<file path="config.mk">
export PLATFORM = sky130hd
export DESIGN_NAME = imem_stream_loader_flat
export DESIGN_NICKNAME = d
export VERILOG_FILES = /design/src/rtl/imem_stream_loader_if.sv /design/src/rtl/imem_stream_loader.sv /design/src/flat_wrapper.sv
export SDC_FILE = /design/constraint.sdc
export NUM_CORES = 1
export LEC_CHECK = 0
export ABC_CLOCK_PERIOD_IN_PS = 2050
export CAP_MARGIN = 20
export CORE_AREA = 2 2 88 90
export DETAILED_ROUTE_END_ITERATION = 10
export DIE_AREA = 0 0 90 92
export HOLD_SLACK_MARGIN = 0.06
export SYNTH_ARGS = -nofsm -noshare
export SYNTH_HDL_FRONTEND = slang
export SYNTH_SLANG_ARGS = --single-unit
</file>
<file path="constraint.sdc">
create_clock -name clk -period 2.05 [get_ports clk]
set_clock_uncertainty 0.05 [all_clocks]
set_input_delay 0.205 -clock clk [delete_from_list [all_inputs] [get_ports clk]]
set_output_delay 0.205 -clock clk [all_outputs]
set_load 0.01 [all_outputs]
</file>
<file path="src/rtl/imem_stream_loader_if.sv">
// Byte-stream input and instruction-memory write port of imem_stream_loader.
// slave  : the loader's view (consumes bytes, drives the memory write port).
// master : the surrounding system's view (byte source and memory).
interface imem_stream_loader_if #(
   parameter int ADDR_W = 8
);
   logic              in_valid;
   logic [7:0]        in_data;
   logic              in_ready;
   logic              imem_we;
   logic [ADDR_W-1:0] imem_addr;
   logic [15:0]       imem_wdata;

   modport master (
      output in_valid, in_data,
      input  in_ready, imem_we, imem_addr, imem_wdata
   );

   modport slave (
      input  in_valid, in_data,
      output in_ready, imem_we, imem_addr, imem_wdata
   );
endinterface

</file>
<file path="src/rtl/imem_stream_loader.sv">
// imem_stream_loader: receives a byte stream (count byte, then hi/lo byte
// pairs) and writes the assembled 16-bit words to consecutive instruction
// memory addresses starting at BASE_ADDR, keeping the core held meanwhile.
// Optional build macro LOADER_CHECKSUM_EN: a trailing XOR checksum byte
// must match the XOR of all preceding bytes of the session, else ERR.
module imem_stream_loader #(
   parameter int ADDR_W    = 8,
   parameter int DEPTH     = 32,
   parameter int BASE_ADDR = 0
) (
   input  logic                clk,
   input  logic                rst,
   input  logic                start,
   imem_stream_loader_if.slave bus,
   output logic                cpu_hold,
   output logic                busy,
   output logic                done,
   output logic                err,
   output logic [ADDR_W:0]     words_loaded
);

   localparam logic [2:0] S_IDLE  = 3'd0;
   localparam logic [2:0] S_COUNT = 3'd1;
   localparam logic [2:0] S_HI    = 3'd2;
   localparam logic [2:0] S_LO    = 3'd3;
   localparam logic [2:0] S_WRITE = 3'd4;
   localparam logic [2:0] S_CSUM  = 3'd5;
   localparam logic [2:0] S_DONE  = 3'd6;
   localparam logic [2:0] S_ERR   = 3'd7;

   // State entered once the last word (or an empty program) has been handled.
`ifdef LOADER_CHECKSUM_EN
   localparam logic [2:0] S_FIN = S_CSUM;
`else
   localparam logic [2:0] S_FIN = S_DONE;
`endif

   logic [2:0]        state_q, state_d;
   logic [7:0]        count_q, count_d;
   logic [7:0]        hi_q, hi_d;
   logic [ADDR_W-1:0] addr_q, addr_d;        // next address to write
   logic [ADDR_W-1:0] waddr_q, waddr_d;      // address presented on the port
   logic [15:0]       wdata_q, wdata_d;      // word presented on the port
   logic [ADDR_W:0]   words_q, words_d;
   logic              busy_q, done_q, err_q, hold_q;
`ifdef LOADER_CHECKSUM_EN
   logic [7:0]        csum_q, csum_d;
`endif
   logic              ready;
   logic              xfer;

   // Next-state and datapath decisions for the load session.
   always_comb begin
      state_d = state_q;
      count_d = count_q;
      hi_d    = hi_q;
      addr_d  = addr_q;
      waddr_d = waddr_q;
      wdata_d = wdata_q;
      words_d = words_q;
`ifdef LOADER_CHECKSUM_EN
      csum_d  = csum_q;
`endif
      ready = (state_q == S_COUNT) || (state_q == S_HI) ||
              (state_q == S_LO)    || (state_q == S_CSUM);
      xfer  = ready && bus.in_valid;

      case (state_q)
         S_IDLE, S_DONE, S_ERR: begin
            if (start) begin
               state_d = S_COUNT;
               words_d = '0;
               addr_d  = ADDR_W'(BASE_ADDR);
`ifdef LOADER_CHECKSUM_EN
               csum_d  = 8'h00;
`endif
            end
         end
         S_COUNT: begin
            if (xfer) begin
               count_d = bus.in_data;
`ifdef LOADER_CHECKSUM_EN
               csum_d  = csum_q ^ bus.in_data;
`endif
               if (bus.in_data == 8'h00)
                  state_d = S_FIN;
               else if (int'(bus.in_data) > (DEPTH - BASE_ADDR))
                  state_d = S_ERR;
               else
                  state_d = S_HI;
            end
         end
         S_HI: begin
            if (xfer) begin
               hi_d    = bus.in_data;
`ifdef LOADER_CHECKSUM_EN
               csum_d  = csum_q ^ bus.in_data;
`endif
               state_d = S_LO;
            end
         end
         S_LO: begin
            if (xfer) begin
               // Port registers change only as the write cycle begins, so
               // they hold the previous write's values until then.
               waddr_d = addr_q;
               wdata_d = {hi_q, bus.in_data};
`ifdef LOADER_CHECKSUM_EN
               csum_d  = csum_q ^ bus.in_data;
`endif
               state_d = S_WRITE;
            end
         end
         S_WRITE: begin
            addr_d  = addr_q + 1'b1;
            words_d = words_q + 1'b1;
            if (int'(words_q) + 1 == int'(count_q))
               state_d = S_FIN;
            else
               state_d = S_HI;
         end
         S_CSUM: begin
`ifdef LOADER_CHECKSUM_EN
            if (xfer)
               state_d = (bus.in_data == csum_q) ? S_DONE : S_ERR;
`endif
         end
         default: state_d = S_IDLE;
      endcase
   end

   // Register state, datapath and status; status flags are decoded from the
   // state being entered so they change together with it.
   always_ff @(posedge clk) begin
      if (rst) begin
         state_q <= S_IDLE;
         count_q <= 8'h00;
         hi_q    <= 8'h00;
         addr_q  <= '0;
         waddr_q <= '0;
         wdata_q <= 16'h0000;
         words_q <= '0;
         busy_q  <= 1'b0;
         done_q  <= 1'b0;
         err_q   <= 1'b0;
         hold_q  <= 1'b0;
`ifdef LOADER_CHECKSUM_EN
         csum_q  <= 8'h00;
`endif
      end else begin
         state_q <= state_d;
         count_q <= count_d;
         hi_q    <= hi_d;
         addr_q  <= addr_d;
         waddr_q <= waddr_d;
         wdata_q <= wdata_d;
         words_q <= words_d;
         busy_q  <= (state_d == S_COUNT) || (state_d == S_HI) || (state_d == S_LO) ||
                    (state_d == S_WRITE) || (state_d == S_CSUM);
         done_q  <= (state_d == S_DONE);
         err_q   <= (state_d == S_ERR);
         // The core stays held after an abort so a partial program never runs.
         hold_q  <= (state_d != S_IDLE) && (state_d != S_DONE);
`ifdef LOADER_CHECKSUM_EN
         csum_q  <= csum_d;
`endif
      end
   end

   assign bus.in_ready   = ready;
   assign bus.imem_we    = (state_q == S_WRITE);
   assign bus.imem_addr  = waddr_q;
   assign bus.imem_wdata = wdata_q;
   assign cpu_hold       = hold_q;
   assign busy           = busy_q;
   assign done           = done_q;
   assign err            = err_q;
   assign words_loaded   = words_q;

endmodule
</file>
<file path="src/flat_wrapper.sv">
// flat-port wrapper written by rule: the top's interface ports become plain ports
module imem_stream_loader_flat 
#(
   parameter int ADDR_W    = 8,
   parameter int DEPTH     = 32,
   parameter int BASE_ADDR = 0
)
  (clk, rst, start, cpu_hold, busy, done, err, words_loaded, bus_in_valid, bus_in_data, bus_in_ready, bus_imem_we, bus_imem_addr, bus_imem_wdata);
  imem_stream_loader_if #(.ADDR_W(ADDR_W)) bus_i ();
  input  logic clk;
  input  logic rst;
  input  logic start;
  output logic cpu_hold;
  output logic busy;
  output logic done;
  output logic err;
  output logic [ADDR_W:0] words_loaded;
  input wire logic [$bits(bus_i.in_valid)-1:0] bus_in_valid;
  input wire logic [$bits(bus_i.in_data)-1:0] bus_in_data;
  output wire logic [$bits(bus_i.in_ready)-1:0] bus_in_ready;
  output wire logic [$bits(bus_i.imem_we)-1:0] bus_imem_we;
  output wire logic [$bits(bus_i.imem_addr)-1:0] bus_imem_addr;
  output wire logic [$bits(bus_i.imem_wdata)-1:0] bus_imem_wdata;
  assign bus_i.in_valid = bus_in_valid;
  assign bus_i.in_data = bus_in_data;
  assign bus_in_ready = bus_i.in_ready;
  assign bus_imem_we = bus_i.imem_we;
  assign bus_imem_addr = bus_i.imem_addr;
  assign bus_imem_wdata = bus_i.imem_wdata;
  imem_stream_loader #(.ADDR_W(ADDR_W), .DEPTH(DEPTH), .BASE_ADDR(BASE_ADDR)) u_core (.clk(clk), .rst(rst), .start(start), .bus(bus_i), .cpu_hold(cpu_hold), .busy(busy), .done(done), .err(err), .words_loaded(words_loaded));
endmodule
</file>
==> impl_metrics.env, run 1 <==
export IMPL_max_stage_delay_ns=0.53
export IMPL_final_antenna_net_count=0
export IMPL_power_density_nw_per_um2=767
export IMPL_drtIter0Drc=87
export IMPL_ys_seq_area_share_pct=45.3
export IMPL_worstMarginPinSlew_ns=0.534
export IMPL_peakVddDrop_mv=0.458
export IMPL_num_rows=32
export IMPL_finalSetupTns_ns=0
export IMPL_crit_type="reg -> out"
export IMPL_arrival_ns=1.74
export IMPL_wl_met1_um=3420
export IMPL_syn_to_final_growth_pct=34.0
export IMPL_yosysUniqueCellTypes=53
export IMPL_slew_headroom_pct=64.4
export IMPL_finalWirelength_um=7010
export IMPL_finalHoldViolCount=0
export IMPL_h_tree_depth=3
export IMPL_highest_layer="met4"
export IMPL_clock_tree_root_cell="clkbuf_8"
export IMPL_max_freq_ghz=0.500
export IMPL_p_leak_nw=1.38
export IMPL_routedWlPerCell_um=13.3
export IMPL_cts_reportedPaths_clkPinSlew_ns=0.07
export IMPL_viasPerCell=4.87
export IMPL_syn_area_sq_um=2830
export IMPL_path_max_fanout=6
export IMPL_setup_violations=0
export IMPL_cp_end_kind="primary output"
export IMPL_portBuffers=50
export IMPL_gp_congestion=0.806
export IMPL_fin_cells=528
export IMPL_crit_family="buffers and inverters"
export IMPL_diodes=0
export IMPL_fin_crit_ns=2.00
export IMPL_critical_path_required_ns=1.79
export IMPL_num_fill_cells=756
export IMPL_clk_latency_ns=0.35
export IMPL_grt_pass1_wl_um=11600
export IMPL_grt_total_usage_pct=17.4
export IMPL_die_y_um=92
export IMPL_holdPathEnd="u_core.addr_q[2]"
export IMPL_placed_cell_area_sq_um=3570
export IMPL_grt_pass1_vias=2400
export IMPL_hpwl_um=4970
export IMPL_clk_path_buf_depth=2
export IMPL_synthTopCellsByCount="80 x nand2_1, 64 x dfxtp_1, 48 x a21oi_1"
export IMPL_cts_tree="done"
export IMPL_slew_viol_final=0
export IMPL_synth_main_ff_cell="dfxtp_1"
export IMPL_async_flop_share_pct=0
export IMPL_rsz0062_at_grt="false"
export IMPL_drt_first_pass_iters=4
export IMPL_grt_max_degree=51
export IMPL_min_path_cells=2
export IMPL_dp_cells=511
export IMPL_yosys_top_cells_area="dfxtp_1 45%, nand2_1 11%, a21oi_1 8.5%"
export IMPL_clkSinkCount=64
export IMPL_crit_path_top_delay_cell="clkdlybuf4s50_1"
export IMPL_r2r_cells=6
export IMPL_critical_path_cell_chain="or3b_4, clkinv_1, clkdlybuf4s50_1"
export IMPL_dr_wl_met2_um=3130
export IMPL_ys_ff_latch=64
export IMPL_grt_overflow=0
export IMPL_hp_class="in -> reg"
export IMPL_post_synth_cell_area_avg_sq_um=8.08
export IMPL_syn_nets=364
export IMPL_r2r_slack_ns=0.11
export IMPL_finalPower_w=0.00291
export IMPL_final_util_pct=50.9
export IMPL_r2r_end="u_core.cpu_hold"
export IMPL_numCtsBuffers=9
export IMPL_synthCells=350
export IMPL_reg2reg_from="u_core.state_q[0]"
export IMPL_design_area_sq_um=3790
export IMPL_antenna_found_initial=0
export IMPL_yosysTopAreaCell="dfxtp_1"
export IMPL_synth_warnings=0
export IMPL_drive_above_1_share_pct=15.0
export IMPL_cap_violations=0
export IMPL_fp_dieW_um=90
export IMPL_layout_nets=435
export IMPL_min_from="rst"
export IMPL_synth_most_common_cell="nand2_1"
export IMPL_num_vias=2572
export IMPL_remaining_drc_errors=0
export IMPL_pin_count=51
export IMPL_die_area_sq_um=8280
export IMPL_core_area_sq_um=7450
export IMPL_critPathBufInv=2
export IMPL_synth_edf_count=0
export IMPL_start_util_pct=38.0
export IMPL_hold_buffers=0
export IMPL_netlist_area_leader_share_pct=45.3
export IMPL_period_share_pct=97.5
export IMPL_crit_path_start_kind="flop"
export IMPL_status="finished, final reports clean"
export IMPL_route_met3_wl_um=308
[where the power goes]
group	total, W	switching [W]	internal [W]
registers	0.00132	0.0000339	0.00129
logic	0.000481	0.000257	0.000224
clock network	0.00110	0.000531	0.000574
[layer usage]
metal,up-vias,global-route usage (%)
li1,1330,-
met1,1175,22.7
met2,53,26.9
met3,14,6.08
met4,0,6.15
met5,-,0
[flip-flops by register name, indices dropped and copies added (netlist names), 3 cells and up]
register and flops:
u_core.bus.imem_addr 8, u_core.bus.imem_wdata 16, u_core.hi_q 8, u_core.addr_q 8, u_core.state_q 3, u_core.count_q 8
u_core.words_loaded 9
[cells by family after synthesis]
family | synth area share [%]
buf+inv | 3.50
compound gates | 15.2
xor+xnor | 3.10
flops | 45.3
mux | 3.94
simple gates | 28.1
fa+ha+maj | 0.885
[how the worst max path moves through the flow]
stage / startpoint / end / slack (ns) / depth (start not counted)
6_report: u_core.state_q[0] / bus_imem_we / 0.05 / 3
3_3_place_gp: bus_in_data[1] / u_core.busy / -0.19 / 7
3_5_place_dp: bus_in_data[1] / u_core.busy / -0.24 / 7
4_1_cts: u_core.state_q[0] / bus_imem_we / 0.04 / 3
2_1_floorplan: u_core.words_loaded[0] / u_core.cpu_hold / 0.16 / 7
5_1_grt: u_core.state_q[0] / u_core.addr_q[7] / 0.005 / 7
[cell usage in the layout, fill, tap and decap left out, types with 2 or more instances in the layout]
cell,count
o21ai_0,8
a311oi_1,2
inv_1,2
clkbuf_8,9
nor2_1,36
nor3b_2,2
dfxtp_2,2
or3_1,4
xor2_1,5
nand3_1,15
inv_6,3
xnor2_1,5
a22oi_1,2
nand2_1,80
buf_4,28
nor2b_1,2
nand4_1,2
clkdlybuf4s50_1,49
or2_2,3
mux2i_1,10
a21oi_1,48
nor3_1,4
dfxtp_1,62
nand2b_1,3
o21ai_1,2
and3_1,3
[final cells by class]
class	count	area (sq um)	area share [%]
clock buffers	9	124	3.27
repair buffers	78	706	18.6
multi-input cells	265	1460	38.5
flip-flops and latches	64	1280	33.9
inverters	3	11.3	0.297
well taps	102	128	3.37
clock inverters	7	77.6	2.05
[stage by stage]
step,setup slack (ns),hold slack (ns)
after floorplan,0.162,0.291
after global placement,-0.189,0.394
after detailed placement,-0.242,0.397
after CTS,0.0426,0.140
after global routing,0.00541,0.161
final,0.0513,0.153
[timing repair]
item | in CTS | in global routing
setup endpoints to repair | 1 | 5
gates resized for setup | 1 | 4
pin swaps | 1 | 1
setup buffers | 1 | 0
(Power assumes the default switching activity.)
==> run 2: changes to the inputs <==
--- a/config.mk
+++ b/config.mk
@@ -7,9 +7,9 @@
 export LEC_CHECK = 0
 export ABC_CLOCK_PERIOD_IN_PS = 2050
 export CAP_MARGIN = 20
-export CORE_AREA = 2 2 88 90
+export CORE_AREA = 2 2 93 95
 export DETAILED_ROUTE_END_ITERATION = 10
-export DIE_AREA = 0 0 90 92
+export DIE_AREA = 0 0 95 97
 export HOLD_SLACK_MARGIN = 0.06
 export SYNTH_ARGS = -nofsm -noshare
 export SYNTH_HDL_FRONTEND = slang
==> run 2 against run 1 <==
Against the previous run:
- clock power increased by 11%
- critical path depth increased by 4
- first-iteration DRC count increased by 82%
- hold slack improved by 0.0022 ns
- register-to-register slack got worse by 0.05 ns
- sequential power about the same
- wire length increased by 1.9%
- die area increased by 11%
- utilization decreased by 4.0 points
- global-route usage decreased by 0.90 points
- sequential share of layout area decreased by 0.21 points
- highest routed layer unchanged
==> impl_metrics.env, run 2 (synthesized netlist as in run 1, its figures left out) <==
export IMPL_worstMarginPinSlew_ns=0.494
export IMPL_max_freq_ghz=0.502
export IMPL_path_max_fanout=5
export IMPL_numCtsBuffers=9
export IMPL_grt_overflow=0
export IMPL_syn_to_final_growth_pct=34.9
export IMPL_clk_path_buf_depth=2
export IMPL_crit_type="reg -> reg"
export IMPL_portBuffers=50
export IMPL_fp_dieW_um=95
export IMPL_grt_pass1_vias=2524
export IMPL_largest_reg_flops=16
export IMPL_finalHoldViolCount=0
export IMPL_viasPerCell=4.91
export IMPL_final_cell_mix="80 x nand2_1, 62 x dfxtp_1, 49 x clkdlybuf4s50_1, 48 x a21oi_1, 35 x nor2_1"
export IMPL_placed_cell_area_sq_um=3570
export IMPL_cts_reportedPaths_clkPinSlew_ns=0.07
export IMPL_hpwl_um=5140
export IMPL_status="finished, final reports clean"
export IMPL_min_path_cells=2
export IMPL_drtIter0Drc=158
export IMPL_crit_path_top_delay_cell="a2111oi_2"
export IMPL_gp_congestion=0.828
export IMPL_cts_tree="done"
export IMPL_diodes=0
export IMPL_clkSinkCount=64
export IMPL_crit_path_start_kind="flop"
export IMPL_num_rows=33
export IMPL_setup_violations=0
export IMPL_hp_class="in -> reg"
export IMPL_power_density_nw_per_um2=795
export IMPL_critical_path_required_ns=2.25
export IMPL_crit_family="compound AO/OA/AOI/OAI gates"
export IMPL_layout_nets=434
export IMPL_r2r_cells=7
export IMPL_clock_tree_root_cell="clkbuf_8"
export IMPL_h_tree_depth=3
export IMPL_final_common_cell="nand2_1"
export IMPL_critPathBufInv=0
export IMPL_design_area_sq_um=3810
export IMPL_clk_latency_ns=0.34
export IMPL_fin_crit_ns=1.99
export IMPL_grt_total_usage_pct=16.5
export IMPL_grt_pass1_wl_um=12000
export IMPL_slew_headroom_pct=67.1
export IMPL_slew_viol_final=0
export IMPL_pin_count=51
export IMPL_die_area_sq_um=9220
export IMPL_finalPower_w=0.00303
export IMPL_num_vias=2602
export IMPL_critical_path_cell_chain="ha_1, nand3_1, o21ai_1, a2111oi_2, nand4_1, o21a_1, nor3b_1"
export IMPL_die_y_um=97
export IMPL_routedWlPerCell_um=13.5
export IMPL_cp_end_kind="flop"
export IMPL_grt_max_degree=54
export IMPL_finalWirelength_um=7140
export IMPL_period_share_pct=97.3
export IMPL_antenna_found_initial=0
export IMPL_remaining_drc_errors=0
export IMPL_arrival_ns=2.20
export IMPL_peakVddDrop_mv=0.319
export IMPL_final_antenna_net_count=0
export IMPL_p_leak_nw=1.38
export IMPL_drt_first_pass_iters=4
export IMPL_num_fill_cells=818
export IMPL_core_area_sq_um=8130
export IMPL_rsz0062_at_grt="true"
export IMPL_drive_above_1_share_pct=14.1
export IMPL_max_stage_delay_ns=0.36
export IMPL_cap_violations=0
export IMPL_crit_cells=7
export IMPL_start_util_pct=34.8
export IMPL_hold_ws_ns=0.155
## run 2: routing by layer
metal	global-route usage (%)	vias up	wire, um
li1	-	1333	-
met1	21.4	1183	3390
met2	25.3	69	3190
met3	4.52	17	388
met4	7.92	0	179
met5	0	-	0
## run 2: stage by stage
stage               setup WS (ns)  TNS [ns]  utilization, %  std cells
finish                     0.0561         0            46.9        530
CTS                        0.0501         0            46.8        530
global placement           -0.179    -0.571            43.9        512
global route              -0.0326   -0.0489            46.9        530
detailed placement         -0.194    -0.696            43.9        512
floorplan                   0.162         0               -        350
## run 2: layout make-up
type | instances | area (sq um) | share of cell area [%]
clock inverter | 5 | 80.1 | 2.10
inverter | 3 | 11.3 | 0.295
timing repair buffer | 77 | 711 | 18.6
multi-input combinational | 265 | 1460 | 38.2
clock buffer | 11 | 141 | 3.71
sequential | 64 | 1280 | 33.7
tap | 105 | 131 | 3.44
## run 2: power breakdown
group          internal, W  switching (W)
Combinational     0.000231       0.000271
Clock             0.000716       0.000503
Sequential         0.00129      0.0000235
Total              0.00223       0.000797
## run 2: final timing paths
check                            from                  endpoint  slack, ns
min reg2reg  u_core.bus.imem_wdata[8]  u_core.bus.imem_wdata[8]       0.41
min                               rst         u_core.state_q[0]       0.15
max            u_core.words_loaded[0]                u_core.err       0.06
max reg2reg    u_core.words_loaded[0]                u_core.err       0.06
## run 2: timing repair
item,4_1_cts,5_1_grt
buffers inserted,2,0
setup endpoints to repair,1,3
pin swaps,0,1
gates resized for setup,0,4
hold buffers,0,0
